**config.mk**
```make
export PLATFORM = sky130hd
export DESIGN_NAME = piso_serializer
export DESIGN_NICKNAME = d
export VERILOG_FILES = /design/src/rtl/piso_pkg.sv /design/src/rtl/piso_shift_reg.sv /design/src/rtl/piso_serializer.sv
export SDC_FILE = /design/constraint.sdc
export NUM_CORES = 1
export LEC_CHECK = 0
export BUFFER_PORTS_ARGS = -buffer_cell sky130_fd_sc_hd__buf_2
export CELL_PAD_IN_SITES_DETAIL_PLACEMENT = 0
export CELL_PAD_IN_SITES_GLOBAL_PLACEMENT = 1
export CORE_AREA = 2 2 49 51
export CTS_BUF_LIST = sky130_fd_sc_hd__clkbuf_16
export DETAILED_ROUTE_END_ITERATION = 10
export DIE_AREA = 0 0 51 53
export PLACE_DENSITY_LB_ADDON = 0.1
export SKIP_LAST_GASP = 1
export SLEW_MARGIN = 10
export SYNTH_ARGS = -nofsm -noshare
export SYNTH_HDL_FRONTEND = slang
export SYNTH_SLANG_ARGS = --single-unit
```
**constraint.sdc**
```tcl
create_clock -name clk -period 1.05 [get_ports clk]
set_input_delay 0.0525 -clock clk [delete_from_list [all_inputs] [get_ports clk]]
set_output_delay 0.0525 -clock clk [all_outputs]
set_load 0.05 [all_outputs]
```
**src/rtl/piso_pkg.sv**
```systemverilog
// piso_pkg: FSM state type and encodings for piso_serializer.
// PARITY exists only when SERIAL_PARITY_EN is defined.
package piso_pkg;

  localparam logic [1:0] ST_IDLE   = 2'd0;
  localparam logic [1:0] ST_SHIFT  = 2'd1;
  localparam logic [1:0] ST_PARITY = 2'd2;

  typedef enum logic [1:0] {
    IDLE  = ST_IDLE,
    SHIFT = ST_SHIFT
`ifdef SERIAL_PARITY_EN
    ,
    PARITY = ST_PARITY
`endif
  } state_e;

endpackage

```
**src/rtl/piso_shift_reg.sv**
```systemverilog
// piso_shift_reg: parallel-load shifter, exposes the bit on the wire.
// Ports: clk, reset (async low), load, shift, din[WIDTH], cur.
module piso_shift_reg
  import piso_pkg::*;
#(
  parameter int          WIDTH     = 8,
  parameter int unsigned MSB_FIRST = 1
) (
  input  logic             clk,
  input  logic             reset,
  input  logic             load,
  input  logic             shift,
  input  logic [WIDTH-1:0] din,
  output logic             cur
);

  logic [WIDTH-1:0] q;

  always_ff @(posedge clk or negedge reset) begin
    if (!reset) begin
      q <= '0;
    end else if (load) begin
      q <= din;
    end else if (shift) begin
      if (MSB_FIRST != 0) begin
        q <= {q[WIDTH-2:0], 1'b0};
      end else begin
        q <= {1'b0, q[WIDTH-1:1]};
      end
    end
  end

  assign cur = (MSB_FIRST != 0) ? q[WIDTH-1] : q[0];

endmodule

```
**src/rtl/piso_serializer.sv**
```systemverilog
// piso_serializer: valid/ready parallel-in, serial-out framer.
// Ports: clk, reset (async low), load_valid/load_data/load_ready,
// sout, sout_valid, frame_start, done. Option: SERIAL_PARITY_EN.
module piso_serializer
  import piso_pkg::*;
#(
  parameter int          WIDTH     = 8,
  parameter int unsigned MSB_FIRST = 1
) (
  input  logic             clk,
  input  logic             reset,
  input  logic             load_valid,
  input  logic [WIDTH-1:0] load_data,
  output logic             load_ready,
  output logic             sout,
  output logic             sout_valid,
  output logic             frame_start,
  output logic             done
);

  localparam int CW = $clog2(WIDTH + 1);
  localparam logic [CW-1:0] LAST = CW'(WIDTH - 1);
`ifndef SERIAL_PARITY_EN
  localparam logic [CW-1:0] PRE = CW'(WIDTH - 2);
`endif

  state_e        state;
  logic [CW-1:0] cnt;
  logic          accept;
  logic          cur;

  assign accept = load_valid & load_ready;

  piso_shift_reg #(
    .WIDTH    (WIDTH),
    .MSB_FIRST(MSB_FIRST)
  ) u_sr (
    .clk  (clk),
    .reset(reset),
    .load (accept),
    .shift(state == SHIFT),
    .din  (load_data),
    .cur  (cur)
  );

`ifdef SERIAL_PARITY_EN
  logic par;

  assign sout = ((state == SHIFT) & cur)
              | ((state == PARITY) & par);
`else
  assign sout = (state == SHIFT) & cur;
`endif

  // load_ready is high exactly in IDLE and in the final frame
  // cycle, so it also marks "frame over, start or go idle".
  always_ff @(posedge clk or negedge reset) begin
    if (!reset) begin
      state       <= IDLE;
      cnt         <= '0;
      sout_valid  <= 1'b0;
      frame_start <= 1'b0;
      done        <= 1'b0;
      load_ready  <= 1'b1;
`ifdef SERIAL_PARITY_EN
      par         <= 1'b0;
`endif
    end else if (load_ready) begin
      cnt  <= '0;
      done <= 1'b0;
      if (accept) begin
        state       <= SHIFT;
        sout_valid  <= 1'b1;
        frame_start <= 1'b1;
        load_ready  <= 1'b0;
`ifdef SERIAL_PARITY_EN
        par         <= ^load_data;
`endif
      end else begin
        state       <= IDLE;
        sout_valid  <= 1'b0;
        frame_start <= 1'b0;
        load_ready  <= 1'b1;
      end
    end else begin
      frame_start <= 1'b0;
      cnt         <= cnt + 1'b1;
`ifdef SERIAL_PARITY_EN
      if (cnt == LAST) begin
        state      <= PARITY;
        done       <= 1'b1;
        load_ready <= 1'b1;
      end
`else
      done       <= (cnt == PRE);
      load_ready <= (cnt == PRE);
`endif
    end
  end

`ifndef SERIAL_PARITY_EN
  logic unused_last;
  assign unused_last = ^LAST;
`endif

endmodule

```
Word-level counts from Yosys, hierarchy flattened

Cells that the tools add are included.

Output and inout port bits: 5
Word-level logic and storage cells: 22
Flip-flop bits (word level): 18

Reductions and logical operators: 1
Bitwise logic cells: 2
Muxes and demuxes: 9
Add/subtract/negate cells: 1
Equal/unequal tests: 2

Operators with widths:

| cell                  | count |
|---|---|
| $mux W8               | 2 |
| $mux W1               | 6 |
| $add A4 B1 Y4 const B | 1 |
| $eq A4 B3 Y1 const B  | 1 |
| $mux W4               | 1 |
| $and A1 B1 Y1         | 2 |
| $eq A2 B1 Y1 const B  | 1 |
| $reduce_bool A2 Y1    | 1 |

Depth between registers and ports, before layout

Gate-level depths: netlist of the first run.

Depth after elaboration: 3
Gate-level depth with buffers: 4
Gate-level depth less buffers: 4

Cells and area by module

From an unflattened synthesis of the first run, not the netlist that was laid out.

Cells, all modules: 60
Area, all modules: 716.9 µm²

Modules (own cells, without submodules):

| module          | seq. area each (µm²) | cells an instance | area an instance (µm²) | instances |
|---|---|---|---|---|
| piso_shift_reg  | 200.2                | 34                | 369.1                  | 1 |
| piso_serializer | 201.4                | 26                | 347.8                  | 1 |

Worst setup path before layout of the first run

No wires, ideal clock.

Path kind: register to output
Start point: reg, netlist name sout_valid
End point: out sout
Stages on the path, launching flop included: 3
Path slack: -376 ps
Data arrival time: 1,374 ps
Data required time: 998 ps
Path buffers: 1
Path through: dfrtp_1 > buf_2 > and2_1

RTL lines:

| item          | line                  | RTL |
|---|---|---|
| end, declared | piso_serializer.sv:15 | `output logic sout,` |

Worst setup path after layout of the first run

Start point: reg load_ready
End point: reg sout_valid

Word-level cells in the longest chain between the ends: 2

RTL lines:

| item                   | line                  | RTL |
|---|---|---|
| start, declared        | piso_serializer.sv:14 | `output logic load_ready,` |
| start signal, assigned | piso_serializer.sv:96 | `load_ready <= (cnt == PRE);` |
| $and A1 B1 Y1          | piso_serializer.sv:32 | `assign accept = load_valid & load_ready;` |
| $mux W1                | piso_serializer.sv:71 | `if (accept) begin` |
| end signal, assigned   | piso_serializer.sv:61 | `sout_valid <= 1'b0;` |
| end signal, assigned   | piso_serializer.sv:73 | `sout_valid <= 1'b1;` |
| end signal, assigned   | piso_serializer.sv:81 | `sout_valid <= 1'b0;` |
| end, declared          | piso_serializer.sv:16 | `output logic sout_valid,` |

Parallel ways exist; a longest one is shown, timed or not.
A chain may end at the register's enable or synchronous reset.

==> results of run 1 <==
## sequential cells by signal, indices dropped and copies added (netlist names)
register / flops
u_sr.q: 8
frame_start: 1
done: 1
load_ready: 1
sout_valid: 1
cnt: 4
## cells in the mapped netlist
master    count  area (um^2)
mux2i_1       7         70.1
nor2b_1       1         6.26
and2_4        1         8.76
nor2_1        4         15.0
inv_1         2         7.51
nand3_1       9         45.0
and4bb_1      1         12.5
buf_2         3         15.0
ha_1          2         25.0
dfrtp_1      15          375
mux2_1        1         11.3
mux2_2        1         11.3
dfstp_2       1         26.3
and2_1        1         6.26
o21ai_2       8         70.1
a21o_1        1         7.51
nand2b_1      1         6.26
xnor2_1       1         8.76
buf_6         2         22.5
## routing by layer
layer | track usage (%) | up-vias | wire length [um]
met2 | 17.7 | 14 | 689
met1 | 15.1 | 251 | 649
met5 | 0 | - | 0
li1 | - | 267 | -
met4 | 8.11 | 0 | 32
met3 | 3.67 | 5 | 90
## path summary, 6_finish.rpt
check | slack, ps | depth (start not counted) | end
worst min-delay path | 30 | 3 | u_sr.q[0]$_DFFE_PN0P_
worst max register to register | -80 | 2 | sout_valid$_DFFE_PN0P_
min in group asynchronous | 260 | 2 | u_sr.q[6]$_DFFE_PN0P_
worst max-delay path | -80 | 2 | sout_valid$_DFFE_PN0P_
max in group asynchronous | 490 | 2 | load_ready$_DFF_PN1_
worst min register to register | 480 | 1 | cnt[0]$_DFF_PN0_
## report_power, final
part	leakage (nW)	switching (mW)	internal (mW)
clock network	0.0423	0.229	0.504
logic	0.293	0.794	0.857
registers	0.203	0.177	0.885
## cell type report
class / count / area, um^2
sequential: 16 / 403
tap: 28 / 35.0
inverter: 2 / 7.51
timing repair buffer: 26 / 203
clock inverter: 1 / 3.75
fill: 205 / 1070
clock buffer: 3 / 75.1
multi-input combinational: 40 / 353
## logic make-up (layout without fill, tap and decap cells)
logic type	Yosys count	in the layout	share of synthesized area, %
mux	9	9	12.3
fa+ha+maj	2	2	3.33
compound gates	9	9	10.3
simple gates	18	19	13.3
buf+inv	7	32	6.00
xor+xnor	1	1	1.17
flops	16	16	53.5
## metrics by stage
step	hold slack (ps)	util [%]
floorplan	-243	-
finish	32.8	50.3
global placement	-8.75	39.8
CTS	36.1	46.5
global route	48.2	50.3
detailed placement	-13.4	39.8
## tightest hold or removal path, delay by kind of cell
kind,cells,cell delay (ps)
buffers and inverters,1,90
AND/OR/NAND/NOR,1,60
AO/OA/AOI/OAI,1,50
## what timing repair did
| item | CTS | global route |
|---|---|---|
| endpoints found under the setup margin | 14 | 12 |
| setup buffers | 6 | 1 |
| pin swaps | 0 | 1 |
| endpoints found under the hold margin | 15 | 0 |
| gates cloned | 0 | 1 |
| hold buffers | 1 | 0 |
| gates resized for setup | 5 | 18 |
==> impl_metrics.ini, run 1 <==
[synth]
syn-instance-count = 62
syn_avg_cell_area_um2 = 12.1
synthDistinctLibCells = 19
syn_nets = 75
yosysWarnings = 0
synth.cell_area_um2 = 751
seq_area_frac_synth_pct = 53.5
ys_seq_elements = 16

[floorplanning]
fp.dieH_um = 53
rows = 17
pin_count = 16
die_area_um2 = 2700
initial_core_util_pct = 34.9
core_um2 = 2150
fp.dieW_um = 51

[setup_path]
path_buf_inv = 1
cpMaxStageDelayCell = dfstp_2
arrival_ps = 1250
cp_max_fo = 4
path_class = reg2reg
cp_slowest_stage_delay_ps = 590
rr_startpoint = load_ready$_DFF_PN1_
path_delay_family = flip-flops
cp-start-kind = flip-flop
endpoint_kind = flip-flop
path_cells = buf_6 -> mux2_4
critPathLaunch = load_ready$_DFF_PN1_
crit_required_ps = 1180

[clock_tree]
cts_made_buffers = 3
cts-root-buf = clkbuf_16
cts_tree = built
clk_latency_ps = 240
clk_path_buf_depth = 2
htreeDepth = 1
cts_sinks = 16
path_clk_slew_ps = 50

[layout]
synthToLayoutAreaGrowth_pct = 43.8
layout_commonest_cell = dfrtp_1
antenna_cells = 0
stdcell_area_um2 = 1080
mostFrequentLayoutCells = dfrtp_1, buf_2, o21ai_2, buf_6, mux2i_1
drive_gt1_share_pct = 55.7
fin_nets = 102
layout.cells.non_filler = 116

[route]
wl_um = 1460
postRouteAntennaNets = 0
drc = 0
routed-via-count = 537
vias_per_cell = 4.63
initialDrtViolationCount = 3
firstDrtPassIters = 4
wl_per_cell_um = 12.6

[worst_hold_path]
hp-class = in2reg
hold_start = load_data[0]

[timing]
maxSlewViolCount = 0
worstMarginPinSlew_ps = 359
period_needed_ps = 1130
setup-violations-final = 11
slew_headroom_pct = 76.0
post-route-period-util_pct = 107
final.setup.tns_ps = -368
rsz0062_at_grt = yes
hold_violations = 0
max_clock_freq_mhz = 888
finalWorstSetupSlack_ps = -76.7
final.setup_skew_ps = 3.14

[grt]
gr-total-overflow = 0
grt_pass1_vias = 503
grt_pass1_wl_um = 2240
antenna_found_initial = 0
grt_start_max_net_pins = 17
track_usage_pct = 12.0

[placed_design]
port_buffers = 15
place_hpwl_um = 924
finalWeightedCongestion = 0.683
pre_cts_ws_ps = -4.27
placed_cell_area_um2 = 856
post-place-cells = 103

[power_and_ir_drop]
vdd_drop_max_v = 0.00119
power_mw = 3.45
p_leak_nw = 0.538
p_per_area_nw_per_um2 = 3190

[run_status]
outcome = finished with violations
violations = negative setup slack

[run]
drv_cap = 0
(Power assumes the default switching activity.)
==> run 2, diff against run 1 <==
Settings changed: CORE_AREA 2 2 49 51 to 2 2 48 50, DIE_AREA 0 0 51 53 to 0 0 50 52, SYNTH_HIERARCHICAL set to 1.
==> impl_metrics.ini, run 2 <==
[layout]
layout_commonest_cell = dfrtp_1
stdcell_area_um2 = 1030
synthToLayoutAreaGrowth_pct = 43.5
largest-register = u_sr/q
largest_reg_flops = 8
fin_nets = 104
drive_gt1_share_pct = 42.2
mostFrequentLayoutCells = dfrtp_1, buf_2, buf_4, o21ai_1
antenna_cells = 0
fillers = 214
top_regs = u_sr/q: 8 flops, cnt: 4 flops

[timing]
hold_violations = 0
slew_headroom_pct = 75.6
max_clock_freq_mhz = 899
setup-violations-final = 7
worstMarginPinSlew_ps = 365
final.setup_skew_ps = 4.51
period_needed_ps = 1110
rsz0062_at_grt = yes
post-route-period-util_pct = 106
maxSlewViolCount = 0
final.setup.tns_ps = -199
finalWorstSetupSlack_ps = -62.9

[power_and_ir_drop]
p_per_area_nw_per_um2 = 3160
p_leak_nw = 0.523
vdd_drop_max_v = 0.00152

[floorplanning]
die_area_um2 = 2600
pin_count = 16
fp.dieW_um = 50
initial_core_util_pct = 34.0
fp.dieH_um = 52
rows = 17
core_um2 = 2110

[synth]
yosys.area.top_type_share_pct = 52.4
seq_area_frac_synth_pct = 56.0
syn_avg_cell_area_um2 = 11.9
synthDistinctLibCells = 19
synth_common_cells = dfrtp_1, nand2_1, mux2i_1, o21ai_1, nor2_1
ys_seq_elements = 16
syn-instance-count = 60
yosysWarnings = 6
synth-edff-count = 0
syn_nets = 73
synth_top_flop_cell = dfrtp_1
yosys.area.top_type = dfrtp_1
synth.cell_area_um2 = 717
synth_area_leaders = dfrtp_1, mux2i_1, o21ai_1
async_reset_ff_share_pct = 100
yosysMostFrequentCell = dfrtp_1

[route]
firstDrtPassIters = 4
initialDrtViolationCount = 4
wl_per_cell_um = 11.0
routed-via-count = 513
wl_um = 1290
drc = 0
postRouteAntennaNets = 0
vias_per_cell = 4.35

[worst_hold_path]
hold_start = load_data[1]
hp-class = in2reg
whs_endpoint = u_sr/q[1]$_DFFE_PN0P_
min_path_cells = 3

[grt]
grt_start_max_net_pins = 17
grt_pass1_wl_um = 2210
antenna_found_initial = 0
track_usage_pct = 11.5
grt_pass1_vias = 510
gr-total-overflow = 0

[clock_tree]
cts_made_buffers = 3
path_clk_slew_ps = 50
cts_tree = built
clk_latency_ps = 240
cts_sinks = 16
clk_path_buf_depth = 2
htreeDepth = 1
cts-root-buf = clkbuf_16

[setup_path]
cp_max_fo = 5
path_class = reg2out
arrival_ps = 1060
reg2reg_to = cnt[3]$_DFF_PN0_
cp-start-kind = flip-flop
rr_startpoint = load_ready$_DFF_PN1_
worst-r2r-setup-slack_ps = -40
rr_worst_depth = 3
endpoint_kind = output port
crit_required_ps = 1000

[run_status]
outcome = finished with violations
violations = negative setup slack

[placed_design]
placed_cell_area_um2 = 863
finalWeightedCongestion = 0.642
place_hpwl_um = 881
port_buffers = 15

[run]
drv_cap = 0
[run 2: what timing repair did]
| item | in CTS | in global routing |
|---|---|---|
| setup buffers | 3 | 3 |
| hold buffers | 1 | 0 |
| hold endpoints to repair | 15 | 0 |
| resized for setup | 4 | 7 |
| endpoints found under the setup margin | 11 | 11 |
| pin swaps | 2 | 0 |
[run 2: how the worst max path moves through the flow]
stage                                  to  slack (ps)                 start  depth (start not counted)
CTS                            load_ready         -70  load_ready$_DFF_PN1_                          2
floorplan           u_sr/q[1]$_DFFE_PN0P_        -270  load_ready$_DFF_PN1_                          5
finish                         load_ready         -60  load_ready$_DFF_PN1_                          2
detailed placement   load_ready$_DFF_PN1_         -50      cnt[0]$_DFF_PN0_                          4
global placement     load_ready$_DFF_PN1_         -30      cnt[0]$_DFF_PN0_                          4
global route                   load_ready        -100  load_ready$_DFF_PN1_                          2
[run 2: logic make-up after synthesis]
logic type,count (synthesis),share of synthesized area [%]
AOI/OAI and AO/OA,9,6.63
and+or+nand+nor,18,14.0
xor gates and xnor gates,1,1.22
muxes,9,12.9
buffers and inverters,5,5.76
DFF,16,56.0
adders and majority gates,2,3.49
[run 2: power by group]
group | total (mW) | switching, mW | internal (mW)
sequential | 1.04 | 0.167 | 0.878
clock | 0.719 | 0.216 | 0.503
combinational | 1.48 | 0.714 | 0.769
[run 2: worst max-delay path: stages (launching register included)]
cell     delay [ps]
dfstp_2         560
buf_6           120
buf_8           140
[run 2: through the flow]
| stage | hold slack [ps] | power, mW | utilization [%] | setup WS, ps | instances |
|---|---|---|---|---|---|
| 6_report | 22.9 | 3.25 | 48.8 | -62.9 | 118 |
| 5_1_grt | 47.0 | 3.47 | 48.8 | -96.5 | 118 |
| 4_1_cts | 24.6 | 3.16 | 46.9 | -68.3 | 115 |
| 3_5_place_dp | -8.41 | 2.29 | 41.0 | -46.9 | 107 |
| 3_3_place_gp | -8.67 | 2.28 | 41.0 | -27.7 | 107 |
| 2_1_floorplan | -243 | 1.97 | - | -274 | 60 |
[run 2: final cells by class]
class	instances	area [um^2]	area share (%)
flip-flops and latches	16	403	39.2
inverters	2	7.51	0.730
repair buffers	29	223	21.7
clock buffers	3	75.1	7.30
multi-input cells	39	282	27.4
well taps	28	35.0	3.41
clock inverters	1	3.75	0.365
[run 2: layer usage]
metal	vias up	global-route usage, %	wire (um)
met3	0	2.59	31
met2	9	17.5	614
li1	259	-	-
met4	0	5.56	0
met1	245	15.3	646
met5	-	0	0
==> run 3, diff against run 2 <==
Settings changed: CORE_AREA 2 2 48 50 to 2 2 46 48, DIE_AREA 0 0 50 52 to 0 0 48 50.
Clock period 1.05 ns to 1.1 ns, I/O delays scaled along.
==> impl_metrics.ini, run 3 (synthesis gave the netlist of run 2 again) <==
[timing]
rsz0062_at_grt = yes
post-route-period-util_pct = 102
slew_headroom_pct = 76.2
hold_violations = 0
max_clock_freq_mhz = 892
final.setup.tns_ps = -41.6
setup-violations-final = 3
finalWorstSetupSlack_ps = -21.0
final.setup_skew_ps = 3.08
period_needed_ps = 1120
maxSlewViolCount = 0
worstMarginPinSlew_ps = 357

[setup_path]
critPathLaunch = load_ready$_DFF_PN1_
reg2reg_to = sout_valid$_DFFE_PN0P_
crit_path_end = sout_valid$_DFFE_PN0P_
rr_startpoint = load_ready$_DFF_PN1_
crit_required_ps = 1220
arrival_ps = 1240
cp-start-kind = flip-flop
endpoint_kind = flip-flop
path_class = reg2reg
cp_max_fo = 4
worst-r2r-setup-slack_ps = -20
rr_worst_depth = 2

[floorplanning]
rows = 16
fp.dieH_um = 50
core_um2 = 1900
fp.dieW_um = 48
pin_count = 16
initial_core_util_pct = 37.7
die_area_um2 = 2400

[route]
drc = 0
routed-via-count = 476
firstDrtPassIters = 4
wl_per_cell_um = 10.9
initialDrtViolationCount = 1
postRouteAntennaNets = 0
vias_per_cell = 4.33
wl_um = 1200

[run_status]
outcome = finished with violations
violations = negative setup slack

[layout]
fin_util_pct = 50.6
synthToLayoutAreaGrowth_pct = 34.2
layout_commonest_cell = dfrtp_1
stdcell_area_um2 = 962
largest-register = u_sr/q
drive_gt1_share_pct = 34.9
fin_nets = 97
largest_reg_flops = 8
antenna_cells = 0
top_regs = u_sr/q: 8 flops, cnt: 4 flops
mostFrequentLayoutCells = dfrtp_1, buf_2, nand2_1, o21ai_1, mux2i_1

[grt]
grt_pass1_vias = 471
grt_start_max_net_pins = 18
track_usage_pct = 11.7
gr-total-overflow = 0
grt_pass1_wl_um = 1950
antenna_found_initial = 0

[power_and_ir_drop]
p_leak_nw = 0.481
vdd_drop_max_v = 0.00228
power_mw = 2.92
p_per_area_nw_per_um2 = 3040

[placed_design]
place_hpwl_um = 796
port_buffers = 15
placed_cell_area_um2 = 831
finalWeightedCongestion = 0.661

[clock_tree]
cts_made_buffers = 3
cts-root-buf = clkbuf_16
path_clk_slew_ps = 50
htreeDepth = 1
cts_tree = built
cts_sinks = 16
clk_path_buf_depth = 2
clk_latency_ps = 240

[run]
drv_cap = 0

[worst_hold_path]
hp-class = in2reg
run 3: layer usage:
metal  vias up  global-route usage (%)  part of all wire (%)
met3         2                    5.49                   4.7
met4         0                    4.05                   1.1
li1        250                       -                     -
met1       213                    15.6                    50
met5         -                       0                     0
met2        11                    16.4                    44
run 3: worst max-delay path: stages (launching register included):
cell     delay, ps
dfstp_2        560
buf_4          140
mux2_1         310
run 3: layout make-up:
class,count,area [um^2]
fillers,185,940
flip-flops and latches,16,402
multi-input cells,40,285
repair buffers,21,155
clock buffers,3,75.1
well taps,27,33.8
inverters,2,7.51
clock inverters,1,3.75
run 3: repair_timing:
action                                  CTS  global route
pin swaps                                 0             2
buffers inserted                          2             0
gates resized for setup                   5             1
hold buffers                              1             0
gates cloned                              0             1
endpoints found under the setup margin    3             6
hold endpoints to repair                 15             0
run 3: how the worst min path moves through the flow:
stage                       from                     to  slack [ps]  depth (start not counted)
finish              load_data[7]  u_sr/q[7]$_DFFE_PN0P_          20                          3
global route        load_data[5]  u_sr/q[5]$_DFFE_PN0P_          40                          3
CTS                 load_data[7]  u_sr/q[7]$_DFFE_PN0P_          20                          3
detailed placement         reset       cnt[3]$_DFF_PN0_         -10                          1
global placement           reset         done$_DFF_PN0_         -10                          1
floorplan                  reset       cnt[0]$_DFF_PN0_        -240                          0
run 3: power breakdown:
part           internal [mW]  total (mW)  switching (mW)
Combinational          0.617        1.25           0.629
Sequential             0.834       0.993           0.160
Clock                  0.480       0.685           0.205
run 3: stage by stage:
stage / hold slack (ps) / worst slack (ps) / std cells
2_1_floorplan: -241 / -224 / 60
3_3_place_gp: -9.71 / 2.95 / 102
3_5_place_dp: -14.3 / -14.8 / 102
4_1_cts: 20.6 / -3.18 / 109
5_1_grt: 43.3 / -55.6 / 110
6_report: 24.6 / -21.0 / 110
